File: src/rtl/clk_div_monitor_if.sv
// clk_div_monitor bus: enable, divided clock
// under test and measurement results.
interface clk_div_monitor_if #(
  parameter int CNT_W = 8
);
  logic             en;
  logic             div_in;
  logic [CNT_W-1:0] period;
  logic [CNT_W-1:0] high_time;
  logic             meas_valid;
  logic             err;
  logic             locked;
  logic             timeout;

  modport master (
    output en, div_in,
    input  period, high_time,
    input  meas_valid, err,
    input  locked, timeout
  );

  modport slave (
    input  en, div_in,
    output period, high_time,
    output meas_valid, err,
    output locked, timeout
  );
endinterface

File: src/rtl/clk_div_monitor.sv
// Divided-clock monitor: period/high-time
// measurement, lock tracking, stuck detect.
module clk_div_monitor #(
  parameter int CNT_W      = 8,
  parameter int EXP_PERIOD = 3,
  parameter int EXP_HIGH   = 2,
  parameter int LOCK_COUNT = 4
) (
  input  logic            clk,
  input  logic            rst,
  clk_div_monitor_if.slave bus
);

  typedef enum logic {
    ARM,
    MEAS
  } state_t;

  localparam logic [CNT_W-1:0] MAX   = '1;
  localparam logic [CNT_W-1:0] MAXM1 =
    MAX - 1'b1;
  localparam logic [CNT_W-1:0] EXP_P =
    CNT_W'(EXP_PERIOD);
  localparam logic [CNT_W-1:0] EXP_H =
    CNT_W'(EXP_HIGH);
  localparam logic [3:0] LOCK_N =
    4'(LOCK_COUNT);

  state_t           state_q;
  state_t           state_d;
  logic             div_q;
  logic             rise;
  logic             fall;
  logic [CNT_W-1:0] cnt;
  logic [CNT_W-1:0] hcap;
  logic [3:0]       good_cnt;
  logic [3:0]       good_d;
  logic             do_meas;
  logic             good_m;
  logic             tmo_hit;

  assign rise   = bus.div_in & ~div_q;
  assign fall   = ~bus.div_in & div_q;
  assign good_m = (cnt == EXP_P) &&
                  (hcap == EXP_H);

  // state register
  always_ff @(posedge clk or posedge rst) begin
    if (rst) state_q <= ARM;
    else     state_q <= state_d;
  end

  // next state, measure and timeout strobes
  always_comb begin
    state_d = state_q;
    do_meas = 1'b0;
    tmo_hit = 1'b0;
    if (!bus.en) begin
      state_d = ARM;
    end else if (rise) begin
      if (state_q == MEAS && cnt != MAX)
        do_meas = 1'b1;
      state_d = MEAS;
    end else if (cnt == MAXM1) begin
      tmo_hit = 1'b1;
      state_d = ARM;
    end
  end

  // next good-measurement run length
  always_comb begin
    good_d = good_cnt;
    if (!bus.en || tmo_hit) begin
      good_d = 4'd0;
    end else if (do_meas) begin
      if (!good_m)
        good_d = 4'd0;
      else if (good_cnt != LOCK_N)
        good_d = good_cnt + 4'd1;
    end
  end

  // edge-detect register runs even when disabled
  always_ff @(posedge clk or posedge rst) begin
    if (rst) div_q <= 1'b0;
    else     div_q <= bus.div_in;
  end

  // cycle counter and high-time capture
  always_ff @(posedge clk or posedge rst) begin
    if (rst) begin
      cnt  <= '0;
      hcap <= '0;
    end else if (!bus.en) begin
      cnt  <= '0;
    end else begin
      if (rise)
        cnt <= CNT_W'(1);
      else if (cnt != MAX)
        cnt <= cnt + 1'b1;
      if (fall)
        hcap <= cnt;
    end
  end

  // measurement outputs and status
  always_ff @(posedge clk or posedge rst) begin
    if (rst) begin
      bus.period     <= '0;
      bus.high_time  <= '0;
      bus.meas_valid <= 1'b0;
      bus.err        <= 1'b0;
      bus.locked     <= 1'b0;
      bus.timeout    <= 1'b0;
      good_cnt       <= 4'd0;
    end else begin
      bus.meas_valid <= do_meas;
      bus.err        <= (do_meas & ~good_m) |
                        tmo_hit;
      good_cnt       <= good_d;
      bus.locked     <= (good_d == LOCK_N);
      if (do_meas) begin
        bus.period    <= cnt;
        bus.high_time <= hcap;
      end
      if (!bus.en)
        bus.timeout <= 1'b0;
      else if (rise)
        bus.timeout <= 1'b0;
      else if (tmo_hit)
        bus.timeout <= 1'b1;
    end
  end

endmodule

File: src/flat_wrapper.sv
// flat-port wrapper written by rule: the top's interface ports become plain ports
module clk_div_monitor_flat 
#(
  parameter int CNT_W      = 8,
  parameter int EXP_PERIOD = 3,
  parameter int EXP_HIGH   = 2,
  parameter int LOCK_COUNT = 4
)
  (clk, rst, bus_en, bus_div_in, bus_period, bus_high_time, bus_meas_valid, bus_err, bus_locked, bus_timeout);
  clk_div_monitor_if #(.CNT_W(CNT_W)) bus_i ();
  input  logic clk;
  input  logic rst;
  input wire logic [$bits(bus_i.en)-1:0] bus_en;
  input wire logic [$bits(bus_i.div_in)-1:0] bus_div_in;
  output wire logic [$bits(bus_i.period)-1:0] bus_period;
  output wire logic [$bits(bus_i.high_time)-1:0] bus_high_time;
  output wire logic [$bits(bus_i.meas_valid)-1:0] bus_meas_valid;
  output wire logic [$bits(bus_i.err)-1:0] bus_err;
  output wire logic [$bits(bus_i.locked)-1:0] bus_locked;
  output wire logic [$bits(bus_i.timeout)-1:0] bus_timeout;
  assign bus_i.en = bus_en;
  assign bus_i.div_in = bus_div_in;
  assign bus_period = bus_i.period;
  assign bus_high_time = bus_i.high_time;
  assign bus_meas_valid = bus_i.meas_valid;
  assign bus_err = bus_i.err;
  assign bus_locked = bus_i.locked;
  assign bus_timeout = bus_i.timeout;
  clk_div_monitor #(.CNT_W(CNT_W), .EXP_PERIOD(EXP_PERIOD), .EXP_HIGH(EXP_HIGH), .LOCK_COUNT(LOCK_COUNT)) u_core (.clk(clk), .rst(rst), .bus(bus_i));
endmodule
File: config.mk
export PLATFORM = sky130hd
export DESIGN_NAME = clk_div_monitor_flat
export DESIGN_NICKNAME = d
export VERILOG_FILES = /design/src/rtl/clk_div_monitor_if.sv /design/src/rtl/clk_div_monitor.sv /design/src/flat_wrapper.sv
export SDC_FILE = /design/constraint.sdc
export NUM_CORES = 1
export LEC_CHECK = 0
export BUFFER_PORTS_ARGS = -buffer_cell sky130_fd_sc_hd__buf_2
export CORE_UTILIZATION = 56
export DETAILED_ROUTE_END_ITERATION = 10
export PLACE_DENSITY = 0.78
export SETUP_SLACK_MARGIN = 0.02
export SYNTH_ARGS = -nofsm -noshare
export SYNTH_HDL_FRONTEND = slang
export SYNTH_SLANG_ARGS = --single-unit
File: constraint.sdc
create_clock -name clk -period 2.4 [get_ports clk]
set_clock_uncertainty 0.05 [all_clocks]
set_input_delay 0.48 -clock clk [delete_from_list [all_inputs] [get_ports clk]]
set_output_delay 0.48 -clock clk [all_outputs]
set_load 0.1 [all_outputs]
; After elaboration in Yosys (flattened, before gate mapping)
; Index checks and enable logic that the tools add are counted.
[totals]
ff_bits = 42
inputBits = 4
output_inout_bits = 20
wordCells = 53
[op_classes]
add_sub_neg = 2
eq_ne = 9
mux = 19
bitwise_logic = 7
reduce_logical = 5
[ops]
columns = op, count
row1 = 8-bit two-way mux, 3
row2 = "8-bit by 2-bit equality test with 1-bit output, second input constant", 2
row3 = 4-bit two-way mux, 4
row4 = 1-bit two-way mux, 12
row5 = "3-bit by 1-bit inequality test with 1-bit output, second input constant", 3
row6 = "8-bit by 1-bit adder with 8-bit output, second input constant", 1
row7 = "8-bit equality test, second input constant", 1
row8 = "8-bit inequality test, second input constant", 1
row9 = "4-bit by 1-bit adder with 4-bit output, second input constant", 1
row10 = "4-bit by 3-bit equality test with 1-bit output, second input constant", 1
row11 = "4-bit by 3-bit inequality test with 1-bit output, second input constant", 1
row12 = 1-bit bitwise AND, 3
row13 = 1-bit inverter, 3
row14 = 1-bit logical AND, 2
row15 = 2-bit AND reduction, 1
row16 = 1-bit logical NOT, 1
row17 = 1-bit logical OR, 1
row18 = 1-bit bitwise OR, 1

; Depth between registers and ports, before layout
[depth]
word_depth = 8
depth_mapped = 9
ltp_nobuf = 7

; Worst setup path after synthesis
; OpenSTA, ideal clock, no wires.
[synth_path]
path_kind = register to register
from = register u_core.cnt[0]
to = register u_core.bus.locked
setup_ns = 0.095
arrival_ns = 1.797
t_required_ns = 2.255
setup_slack_ns = 0.458
path_stages_with_launch = 9
path_buffers = 2
period_less_slack_ns = 1.942
path_cell_list = dfrtp_1 -> ha_1 -> and3_1 -> buf_6 -> a21o_1 -> buf_6 -> o2bb2ai_1 -> o21a_1 -> nor4b_2
[synth_between]
elab_chain_len = 8
elab_cells_between_ends = 16
classes_between = eq/ne (4) / mux (9) / reduce/logical (3)
[synth_rtl]
columns = element, line
row1 = from (decl), clk_div_monitor.sv:34  ; logic [CNT_W-1:0] cnt;
row2 = from (signal assigned), clk_div_monitor.sv:100  ; cnt <= cnt + 1'b1;
row3 = 8-bit inequality test, clk_div_monitor.sv:61  ; if (state_q == MEAS && cnt != MAX)
row4 = 1-bit logical AND, clk_div_monitor.sv:61
row5 = 1-bit two-way mux, clk_div_monitor.sv:61
row6 = 1-bit two-way mux, clk_div_monitor.sv:60  ; end else if (rise) begin
row7 = 1-bit two-way mux, clk_div_monitor.sv:58  ; if (!bus.en) begin
row8 = 4-bit two-way mux, clk_div_monitor.sv:75  ; end else if (do_meas) begin
row9 = 4-bit two-way mux (*), clk_div_monitor.sv:73  ; if (!bus.en || tmo_hit) begin
row10 = via u_core.good_d[3], clk_div_monitor.sv:37  ; logic [3:0] good_d;
row11 = 4-bit by 3-bit equality test with 1-bit output (*), clk_div_monitor.sv:121  ; bus.locked <= (good_d == LOCK_N);
row12 = to (signal assigned), clk_div_monitor.sv:121
row13 = to (decl), clk_div_monitor_if.sv:26  ; output locked, timeout
; Mark *: on every way through the listed nets, which the timed path passes. The rest lies on a longest branch.
; A chain may end at the register's enable or synchronous reset.

; Worst setup path after layout
[layout_path]
from = register u_core.cnt[1]
to = register u_core.bus.locked
; Same word-level chain as after synthesis.

==> summary.txt <==
Floorplanning
  • Die width: approximately 59 µm
  • Core ar.: 3080 µm²
  • Die Y: 59.3 µm
  • Num rows: 20
  • DIE AREA: 3510 µm²
  • Initial Utilization: 59.7%
  • Ports: 24

Final layout
  • Layout cells sized above 1: 21.9%
  • Final net count: approximately 210
  • Area growth from synthesis to layout: 13.8%
  • Diode count: 0

Detailed routing
  • Pre-antenna DRT Iters: 4
  • Antenna-violating nets left: 0
  • Final WL: around 3400 µm
  • Vias/cell: 5.43
  • Wire per inst: 13.8 µm
  • # DRC: 0
  • Via Count: 1,330
  • Iter 0 DRT Violations: 94

STA
  • Worst hold margin: 0.174 ns
  • Hold Violations, Final: 0
  • Final Critical Period: around 2.2 ns
  • Worst rel slew slack: approximately two thirds
  • Total negative slack: 0 ns
  • Tcrit/Tclk final: 89.8%
  • RSZ-0062 raised after global routing: false
  • Final setup viols: 0
  • Final Max Tran Viols: 0
  • Fmax: between 400 and 500 MHz
  • Worst Tran Pin Value: 0.504 ns

CTS
  • Setup Buffers After CTS: 0
  • CTS tree: done
  • Clk pin slew, worst setup/hold paths: 0.13 ns
  • CTS Root Cell: clkbuf_4
  • Clock Path Buffers: 2
  • TritonCTS Buffers: 5
  • H-tree depth: 2
  • Clock Sinks: 42
  • Clock Latency Late Sink: 0.35 ns

Power
  • Gate power share: 15.2%
  • P_leak: 1.10 nW
  • Clock power frac: 35.7%
  • Power Density: 742 nW/µm²
  • Internal: 0.00110 W
  • Switch Pwr: roughly 0.00045 W
  • Sw frac: about 29%
  • Maximum VDD drop: between 0.0004 and 0.0005 V
  • Sequential cell fraction of total power: around half

Setup path
  • Crit-path max cell delay: approximately 0.47 ns
  • WP data required: 2.59 ns
  • Worst reg-to-reg setup slack: 0.24 ns
  • CP max-delay cell: dfrtp_1
  • Type of origin of the critical path: register
  • Crit-path max FO: 12
  • Worst Path Arrival: 2.34 ns
  • CP Capture Type: register
  • WS Path Type: reg -> reg
  • Cell Chain, Critical Path: ha_1 -> and3_1 -> a21o_4 -> clkinvlp_4 -> a21o_1 -> o211a_1 -> nor4b_2

Synth
  • Yosys reg bits: 42
  • Post-Syn Nets: 183
  • Share of flip-flops with an asynchronous set or reset: 100%
  • Post-synth EDFFs: 0
  • Yosys warning count: 0
  • Prevailing post-synth register cell: dfrtp_1
  • Syn avg cell area: 10.5 µm²
  • Sequential area share after synthesis: 57.2%
  • Synth unique cells: 36
  • Post-synthesis cell area: between 1500 and 2000 µm²
  • Cells after synthesis: 175

Outcome
  • Status: finished clean

GRT
  • Vias in the first global route: 1,259
  • Total grt overflow: 0
  • Initial antenna violation count: 0
  • Pin count of the biggest net entering global routing: 43
  • First-pass GRT wire length: 5880 µm
  • GRT Util Overall: roughly 23%

Hold path
  • Hold Crit Class: in -> async

Run
  • Max Cap Viol: 0

Placed design
  • Buffers on Ports: 23
  • Post-DP HPWL: 2350 µm
  • Gp weighted congestion: roughly 0.9
-- cell type report --
| type | count | area (µm²) |
|---|---|---|
| timing repair buffer | 26 | 138 |
| tap | 44 | 55.1 |
| sequential | 42 | 1050 |
| clock inverter | 3 | 68.8 |
| clock buffer | 5 | 37.5 |
| multi-input combinational | 119 | 713 |
| fill | 264 | 988 |
| inverter | 6 | 26.3 |
-- cell usage in the layout, fill, tap and decap left out, drive strengths merged, types with 3 or more instances in the layout --
cell and n:
xnor2 3, a31oi 4, mux2 7, and3 3
nand2 51, nand4 3, a21oi 3, dfrtp 42
o21ai 5, inv 5, ha 4, nor2 4
buf 26, nand3b 3, clkbuf 5, nor3 4
nor4b 3
-- cell usage after synthesis (2+ instances only) --
| cell type | instances | share of area [%] |
|---|---|---|
| nor3_1 | 4 | 1.1 |
| ha_1 | 4 | 2.7 |
| a21o_1 | 2 | 0.82 |
| inv_1 | 6 | 1.2 |
| mux2_2 | 7 | 4.3 |
| a31oi_1 | 4 | 1.4 |
| o21ai_0 | 5 | 1.4 |
| and3_1 | 3 | 1.0 |
| xnor2_1 | 3 | 1.4 |
| nand4_1 | 3 | 1.0 |
| dfrtp_1 | 42 | 57 |
| nor2_1 | 4 | 0.82 |
| nand3b_1 | 3 | 1.2 |
| o21a_1 | 2 | 0.82 |
| nand3_1 | 2 | 0.54 |
| nor2b_1 | 2 | 0.68 |
| and4_1 | 2 | 0.95 |
| nand2_1 | 51 | 10 |
| buf_2 | 4 | 1.1 |
| buf_6 | 3 | 1.8 |
| a21oi_1 | 3 | 0.82 |
| nor4b_1 | 2 | 0.95 |
-- metrics by stage --
step | area (µm²) | power [W] | instances | setup slack [ns] | util [%]
global route | 2090 | 0.00161 | 245 | 0.151 | 67.9
detailed placement | 1970 | 0.00101 | 237 | 0.230 | 64.1
CTS | 2080 | 0.00156 | 245 | 0.184 | 67.5
finish | 2090 | 0.00155 | 245 | 0.244 | 67.9
global placement | 1970 | 0.00101 | 237 | 0.343 | 64.1
floorplan | 1840 | 0.000969 | 175 | 0.458 | -
-- flip-flops by register name (all words and copies together) (netlist names) --
register	count
u_core.good_cnt	4
u_core.bus.timeout	1
u_core.cnt	8
u_core.state_q	1
u_core.bus.meas_valid	1
u_core.bus.period	8
u_core.div_q	1
u_core.bus.locked	1
u_core.bus.high_time	8
u_core.bus.err	1
u_core.hcap	8
-- layer usage --
layer	share of wire, %	GRT usage (%)
met5	0	0
met4	1.8	10.2
met3	3.8	5.90
met1	49	33.0
met2	46	32.9
-- logic make-up after synthesis --
kind of cell,Yosys count,synth area share (%)
fa+ha+maj,4,2.72
buf+inv,14,4.36
simple gates,81,21.1
xor+xnor,4,1.91
mux,7,4.29
flops,42,57.2
compound gates,23,8.38
-- final timing paths --
check                           cells past startpoint                  from                       to
worst max-delay path                                7         u_core.cnt[1]        u_core.bus.locked
worst min-delay path                                3                   rst  u_core.bus.high_time[6]
worst max register to register                      7         u_core.cnt[1]        u_core.bus.locked
worst min register to register                      2  u_core.bus.period[4]     u_core.bus.period[4]
max in group asynchronous                           3                   rst            u_core.cnt[1]
min in group clk                                    1            bus_div_in             u_core.div_q
-- repair_timing --
action / 4_1_cts / 5_1_grt
hold endpoints to repair: 0 / 0
endpoints found under the setup margin: 0 / 1
gates resized for setup: 0 / 2
hold buffers: 0 / 0
-- power groups by stage --
stage	combinational, W	sequential (W)	clock [W]
floorplan	0.0000552	0.000914	0
global placement	0.000236	0.000772	0
detailed placement	0.000237	0.000774	0
CTS	0.000237	0.000760	0.000565
global route	0.000254	0.000764	0.000592
finish	0.000236	0.000760	0.000553
-- critical path: cells and delay by family (launching register included) --
kind	cells	cell delay (ns)
adder cells (fa/ha/maj)	1	0.25
buffers and inverters	1	0.19
flip-flops	1	0.47
AND/OR/NAND/NOR	2	0.49
AO/OA/AOI/OAI	3	0.59
No activity file was read; power rests on OpenSTA's default activity.
